==> src/rtl/ram8_bank.sv <==
// Eight-word register bank: demuxed load, 8-way read mux and a self-timed clear sweep.
// Optional macro RAM8_WRITE_THROUGH_EN: in IDLE, a pending load bypasses its data to out.
module ram8_bank #(
  parameter int WIDTH = 16
) (
  input  logic             clk,
  input  logic             rst,
  input  logic [WIDTH-1:0] in,
  input  logic [2:0]       address,
  input  logic             load,
  input  logic             clr,
  output logic [WIDTH-1:0] out,
  output logic             busy,
  output logic             state_o,
  output logic [2:0]       cnt_o
);

  typedef enum logic {
    IDLE  = 1'b0,
    SWEEP = 1'b1
  } state_t;

  state_t           state_q, state_d;
  logic [2:0]       cnt_q, cnt_d;
  logic [WIDTH-1:0] mem_q [8];
  logic [7:0]       load_en;
  logic [7:0]       zero_en;
  logic             write_ok;

  // A write is only accepted in IDLE, and a same-edge clear request wins.
  assign write_ok = (state_q == IDLE) && load && !clr;

  always_comb begin
    state_d = state_q;
    cnt_d   = cnt_q;
    load_en = '0;
    zero_en = '0;
    for (int k = 0; k < 8; k++) begin
      load_en[k] = write_ok && (address == 3'(k));
    end
    case (state_q)
      IDLE: begin
        if (clr) begin
          state_d = SWEEP;
          cnt_d   = 3'd0;
        end
      end
      SWEEP: begin
        for (int k = 0; k < 8; k++) begin
          zero_en[k] = (cnt_q == 3'(k));
        end
        cnt_d = cnt_q + 3'd1;
        if (cnt_q == 3'd7) begin
          state_d = IDLE;
        end
      end
      default: begin
        state_d = IDLE;
        cnt_d   = 3'd0;
      end
    endcase
  end

  always_ff @(posedge clk or posedge rst) begin
    if (rst) begin
      state_q <= IDLE;
      cnt_q   <= 3'd0;
    end else begin
      state_q <= state_d;
      cnt_q   <= cnt_d;
    end
  end

  always_ff @(posedge clk or posedge rst) begin
    if (rst) begin
      for (int k = 0; k < 8; k++) begin
        mem_q[k] <= '0;
      end
    end else begin
      for (int k = 0; k < 8; k++) begin
        if (zero_en[k]) begin
          mem_q[k] <= '0;
        end else if (load_en[k]) begin
          mem_q[k] <= in;
        end
      end
    end
  end

`ifdef RAM8_WRITE_THROUGH_EN
  assign out = write_ok ? in : mem_q[address];
`else
  assign out = mem_q[address];
`endif

  assign busy    = (state_q == SWEEP);
  assign state_o = state_q;
  assign cnt_o   = cnt_q;

endmodule

==> config.mk <==
export PLATFORM = sky130hd
export DESIGN_NAME = ram8_bank
export DESIGN_NICKNAME = d
export VERILOG_FILES = /design/src/rtl/ram8_bank.sv
export SDC_FILE = /design/constraint.sdc
export NUM_CORES = 1
export LEC_CHECK = 0
export ABC_CLOCK_PERIOD_IN_PS = 3980
export CORE_MARGIN = 5
export CORE_UTILIZATION = 50
export CTS_BUF_LIST = sky130_fd_sc_hd__clkbuf_8
export CTS_CLUSTER_SIZE = 40
export DETAILED_ROUTE_END_ITERATION = 7
export HOLD_SLACK_MARGIN = 0.12
export PLACE_DENSITY_LB_ADDON = 0.08
export SLEW_MARGIN = 30
export SYNTH_ARGS = -nofsm -noshare
export SYNTH_HDL_FRONTEND = slang
export SYNTH_SLANG_ARGS = --single-unit
==> constraint.sdc <==
create_clock -name clk -period 3.98 [get_ports clk]
set_input_delay 0.597 -clock clk [delete_from_list [all_inputs] [get_ports clk]]
set_output_delay 0.597 -clock clk [all_outputs]
set_load 0.01 [all_outputs]
# After elaboration in Yosys (flattened, before gate mapping)
# Cells that the tools add are included.
[classes]
n_eq_ne = 15
reduce_logical = 21
add_sub_neg = 1
mux = 25
n_bitwise = 2
order_cmp = 1
[op_table]
columns = ["op", "count"]
rows = [
  ["2-to-1 mux 16 bit", 18],
  ["binary-select mux 16 bit (select 3 bit)", 1],
  ["== test 3 bit, second input constant", 8],
  ["nonzero test 2 bit", 8],
  ["== test 3 x 2 -> 1 bit, second input constant", 4],
  ["logical AND 1 bit", 10],
  ["2-to-1 mux 8 bit", 1],
  ["== test 3 x 1 -> 1 bit, second input constant", 2],
  ["zero test 3 bit", 2],
  ["case mux 3 bit (2 select lines)", 1],
  ["greater-or-equal comparator 4 bit, second input constant", 1],
  ["inverter 3 -> 4 bit", 1],
  ["adder 3 x 1 -> 3 bit, second input constant", 1],
  ["2-to-1 mux 3 bit", 1],
  ["2-to-1 mux 1 bit", 2],
  ["!= test 2 bit, second input constant", 1],
  ["case mux 1 bit (2 select lines)", 1],
  ["zero test 1 bit", 1],
  ["inverter 1 bit", 1],
]
[totals]
ff_bits = 132
elab_cells = 75

# Logic depth before layout (Yosys ltp)
# Gate-level depths: netlist of the first run.
[logic_depth]
depth_word = 6
ltp_mapped = 6

# Worst setup path before layout of the first run
# Ideal clock, no wire load.
[synth_timing]
kind = "input to output"
from = "input address[1]"
to = "output out[0]"
arrival_time_ps = 1728
stages = 4
setup_slack_ps = 1655
path_buffers = 2
path_cell_list = "buf_2 > clkbuf_1 > mux4_2 > mux2_2"
[synth_via]
elab_chain_cells = 4
[synth_rtl]
columns = ["element", "line", "text"]
rows = [
  ["from (decl)", "9", "input logic [2:0] address,"],
  ["inverter 3 -> 4 bit (not written as such)", "93", "assign out = mem_q[address];"],
  ["binary-select mux 16 bit (select 3 bit)", "93", ""],
  ["2-to-1 mux 16 bit (not written as such) (2 in series)", "93", ""],
  ["to (decl)", "12", "output logic [WIDTH-1:0] out,"],
]
# Every way passes these cells. The select of a mux whose other input is x is not followed.

# Final worst setup path of the first run
[layout_timing]
from = "input address[0]"
to = "output out[2]"
# The elaborated chain is that of the path after synthesis.

==> impl_metrics.ini, run 1 <==
[outcome]
status = completed

[power]
p_clk_share_pct = 27.1
seq_power_share_pct = 43.6
power_frac_comb_pct = 29.3
leakage_uw = 0.00430
net-switching-power_uw = 1500
power.internal_uw = 3100
peakVddDrop_uv = 331
p_per_area_nw_per_um2 = 599
p_sw_share_pct = 32.7

[synthesis]
yosysTopAreaCellShare_pct = 49.5
async_flop_share_pct = 100
synth_common_cells = dfrtp_1, nand2_1, mux2i_1, mux4_1, inv_1
synth_top_flop_cell = dfrtp_1
synthesis.nets = 551
synth.avg_cell_area_sq_um = 12.8
ys_warn_count = 0
synthMostInstantiatedCell = dfrtp_1
synth_area_leaders = dfrtp_1, mux2i_1, mux4_1
synth-seq-area-share_pct = 49.5
synth-edff-count = 0
yosys.area.top_type = dfrtp_1
syn_area_sq_um = 6670
ys_ff_latch = 132
syn_inst = 522
synth.distinct_cells = 25

[floorplan]
die-area_sq_um = 15700
io_pins = 44
die_x_um = 125
row_count = 42
start_util_pct = 50.7
core_sq_um = 13100
die_h_um = 125

[cts]
cts_tree = done
clock_latency_ns = 0.46
cts.clk_slew.worst_paths_ns = 0.07
ctsResizeCount = 0
cts_buffers = 17
cts_setup_buffers = 0
cts_root_buf = clkbuf_8
numClockSinks = 132
htree_levels = 4
cts_hold_buf = 0
clockBufferDepth = 2

[sta]
finalClockSkew_ns = 0.0115
fmaxAchievable_mhz = 287
setup_violations = 0
rsz0062_at_grt = false
hold_violations = 0
setup_ws_ns = 0.494
timing.final.crit_share_pct = 87.6
fin_crit_ns = 3.49
worstMarginPinSlew_ns = 1.04
setup_tns_ns = 0
drv_slew = 0
relSlewSlack_pct = 30.6

[detailed_routing]
wl_met3_um = 868
viasPerCell = 5.72
vias = 4307
highest_layer = met4
drtPass1Iterations = 4
wirelength_um = 17100
ant_nets = 0
drc = 0
met1_length_um = 7620
first_iter_violations = 360
wire_per_inst_um = 22.7
wl_met2_um = 8400

[global_routing]
grt-ovfl-total = 0
antenna_found_initial = 0
grt_max_degree = 61
grt_pass1_wl_um = 27100
grt_pass1_vias = 4693
grtUsageTotal_pct = 22.8

[final_layout]
regArea_sq_um = 3300
synthToLayoutAreaGrowth_pct = 15.1
fill_cells = 1090
drive_gt1_share_pct = 13.7
diodes = 0
multiInputGateArea_sq_um = 3070
nNetsFinal = 593
utilization_pct = 58.4
stdcell_area_sq_um = 7670

[critical_path]
cp_top_family = buffers and inverters
cp_num_cells = 5
critPathMaxFanout = 22
crit_path_cell_trace = buf_2, buf_4, mux4_1, mux2_2, clkdlybuf4s50_1
arrival_ns = 2.89
rr_worst_depth = 3
worst_setup_path_start_kind = input pin
cp.buffers_inverters = 3
worstSetupPathType = input pin to primary output
critPathMaxStageDelay_ns = 0.59
slowest_stage = mux4_1
crit_start = address[0]
required_ns = 3.38
rr_startpoint = busy
crit_path_end_kind = primary output

[placed_design]
gp_congestion = 0.769
placed_cell_area_sq_um = 7220
dp_slack_ns = 0.503
port_buffers = 43
dp_hpwl_um = 10400

[job]
max_cap_violations = 0

[hold_path]
hp-class = input pin to async pin
-- placed cells by master, fill, tap and decap left out, drive strengths merged, types with 3 or more instances in the layout --
cell type | Yosys | routed
nand3b | 3 | 3
nand2 | 137 | 137
clkinv | 0 | 5
clkbuf | 9 | 20
dfrtp | 132 | 132
nand3 | 3 | 3
mux2 | 17 | 17
mux4 | 32 | 32
bufinv | 0 | 4
inv | 21 | 22
buf | 21 | 11
mux2i | 129 | 129
clkdlybuf4s50 | 0 | 42
ha | 6 | 6
-- sequential cells by signal, summed over array words and instances, names as in the netlist --
| signal | count |
|---|---|
| cnt_o | 3 |
| mem_q | 128 |
| busy | 1 |
-- layer usage --
| layer | up-vias | track usage, % |
|---|---|---|
| met3 | 17 | 5.07 |
| met1 | 2257 | 31.0 |
| li1 | 1921 | - |
| met4 | 0 | 7.46 |
| met5 | - | 0 |
| met2 | 112 | 36.6 |
-- power by group through the flow --
stage / clock (uW) / sequential [uW] / combinational [uW]
2_1_floorplan: 0 / 1920 / 881
3_3_place_gp: 0 / 2000 / 1270
3_5_place_dp: 0 / 2020 / 1350
4_1_cts: 1270 / 2000 / 1360
5_1_grt: 1320 / 2050 / 1480
6_report: 1250 / 2000 / 1350
-- path summary, 6_finish.rpt --
kind                               to  slack, ns
max                            out[2]       0.49
min reg2reg                mem_q[104]       0.52
max reg2reg                 mem_q[27]       1.68
min in group clk           mem_q[104]       0.52
min                        mem_q[118]       0.46
max in group asynchronous    mem_q[9]       2.89
-- kinds of logic (layout without fill, tap and decap cells) --
kind of cell	after synthesis	in the layout	share of synthesized area, %
AOI/OAI and AO/OA	2	2	0.225
buffers and inverters	51	106	4.45
adders and majority gates	6	6	1.13
DFF	132	132	49.5
muxes	178	178	34.5
and+or+nand+nor	153	153	10.2
-- per-stage QoR --
stage	total power, uW	instances	hold slack [ns]
2_1_floorplan	2800	522	0.494
3_3_place_gp	3270	717	0.505
3_5_place_dp	3370	720	0.516
4_1_cts	4630	752	0.527
5_1_grt	4850	753	0.464
6_report	4600	753	0.462
-- final cells by class --
| type | count | share of cell area (%) |
|---|---|---|
| timing repair buffer | 53 | 7.37 |
| tap | 176 | 2.87 |
| sequential | 132 | 43.0 |
| clock inverter | 12 | 2.09 |
| inverter | 21 | 1.08 |
| clock buffer | 20 | 3.59 |
| multi-input combinational | 339 | 40.0 |
(Power assumes the default switching activity.)
==> inputs of run 2 (changes only) <==
- CTS_CLUSTER_DIAMETER: unset -> 40
- SLEW_MARGIN: 30 -> 20
==> run 2 against run 1 <==
  * Clock power shrank 18%
  * Non-clock buffer count fell by 4
  * First-iteration DRC count shrank 18%
  * Routed wire length is essentially flat
  * Critical endpoint unchanged
  * Final cell count is 0.66% lower
  * Global-route usage fell by 0.068 points
  * Clock skew decreased by 0.0024 ns
  * Maximum frequency grew 0.13%
  * Final area is 1.9% lower
  * Die area did not move
  * Flip-flop and latch count unchanged
  * Via count about the same
==> impl_metrics.ini, run 2 (same netlist as run 1, synthesis figures left out) <==
[critical_path]
slowest_stage = mux4_1
crit_path_end = out[2]
crit_path_cell_trace = buf_2, buf_4, mux4_1, mux2_2, clkdlybuf4s50_1
worst_setup_path_start_kind = input pin
critPathMaxFanout = 22
cp.buffers_inverters = 3
rr_worst_depth = 3
worstSetupPathType = input pin to primary output
cp_top_family = buffers and inverters
critPathMaxStageDelay_ns = 0.58
crit_start = address[0]
arrival_ns = 2.88
required_ns = 3.38
crit-reg2reg-capture = mem_q[100]
rr_startpoint = busy
reg2reg_slack_ns = 1.65
cp_num_cells = 5
crit_path_end_kind = primary output

[placed_design]
placed_cell_area_sq_um = 7180
port_buffers = 43
gp_congestion = 0.769
dp_cells = 717
dp_hpwl_um = 10000

[cts]
cts_setup_buffers = 0
cts.clk_slew.worst_paths_ns = 0.06
htree_levels = 4
clockBufferDepth = 2
clock_latency_ns = 0.45
cts_root_buf = clkbuf_8
numClockSinks = 132
cts_hold_buf = 0
cts_buffers = 17
cts_tree = done
ctsResizeCount = 0

[detailed_routing]
wire_per_inst_um = 22.9
drtPass1Iterations = 4
drc = 0
vias = 4305
viasPerCell = 5.76
first_iter_violations = 296
ant_nets = 0
wirelength_um = 17100

[floorplan]
io_pins = 44
core_sq_um = 13100
die_h_um = 125
die-area_sq_um = 15700
row_count = 42
die_x_um = 125
start_util_pct = 50.7

[hold_path]
hp-class = register to register

[final_layout]
nNetsFinal = 589
final_cells = 748
diodes = 0
synthToLayoutAreaGrowth_pct = 12.9
max_flop_register = mem_q
drive_gt1_share_pct = 12.2
stdcell_area_sq_um = 7530
largest_reg_flops = 128
final_common_cell = dfrtp_1
final_cell_mix = dfrtp_1, nand2_1, mux2i_1

[sta]
setup_violations = 0
drv_slew = 0
rsz0062_at_grt = false
fmaxAchievable_mhz = 287
hold_violations = 0
fin_hold_ws_ns = 0.523
worstMarginPinSlew_ns = 1.13
setup_tns_ns = 0
fin_crit_ns = 3.48
relSlewSlack_pct = 24.4
timing.final.crit_share_pct = 87.5
finalClockSkew_ns = 0.00917

[global_routing]
grt_max_degree = 61
grt-ovfl-total = 0
antenna_found_initial = 0
grt_pass1_wl_um = 26900
grtUsageTotal_pct = 22.7
grt_pass1_vias = 4639

[power]
leakage_uw = 0.00424
peakVddDrop_uv = 342
p_per_area_nw_per_um2 = 577

[outcome]
status = completed

[job]
max_cap_violations = 0
==> run 2: metal layers <==
layer	GRT usage, %	vias up	wire (um)
met5	0	-	0
met4	8.29	0	225
met3	4.86	21	671
met2	36.3	106	8380
met1	30.7	2266	7820
li1	-	1912	-
==> run 2: stage by stage <==
stage	setup WS, ns	util [%]	power (uW)
3_5_place_dp	0.508	54.7	3340
6_report	0.498	57.3	4340
2_1_floorplan	1.66	-	2800
4_1_cts	0.506	57.3	4370
3_3_place_gp	0.535	54.7	3270
5_1_grt	0.431	57.3	4590
==> run 2: how the worst min path moves through the flow <==
stage / from / endpoint / cells past startpoint
after floorplan: mem_q[10] / mem_q[10] / 2
after global placement: mem_q[4] / mem_q[4] / 2
final: mem_q[104] / mem_q[104] / 2
after CTS: mem_q[104] / mem_q[104] / 2
after detailed placement: mem_q[91] / mem_q[91] / 2
after global routing: mem_q[80] / mem_q[80] / 2
==> run 2: final cells by class <==
cell class | count | area (sq um)
inverters | 21 | 82.6
well taps | 176 | 220
repair buffers | 49 | 508
flip-flops and latches | 132 | 3300
clock buffers | 20 | 275
fillers | 1133 | 5610
clock inverters | 11 | 72.6
multi-input cells | 339 | 3070
==> run 2: worst register-to-register path, delay by kind of cell, from the launching register on <==
kind | cells | cell delay, ns
DFF | 1 | 0.80
and+or+nand+nor | 2 | 1.28
muxes | 1 | 0.12
==> run 2: report_power, final <==
| group | switching [uW] | total, uW | internal [uW] |
|---|---|---|---|
| Sequential | 263 | 2010 | 1750 |
| Combinational | 712 | 1310 | 598 |
| Clock | 504 | 1020 | 521 |
| Total | 1480 | 4340 | 2860 |
==> inputs of run 3 (changes only) <==
- CTS_CLUSTER_SIZE: 40 -> 24
- SLEW_MARGIN: 20 -> unset
==> results of run 3 <==
Final layout, timing and power as in run 2 (identical DEF).
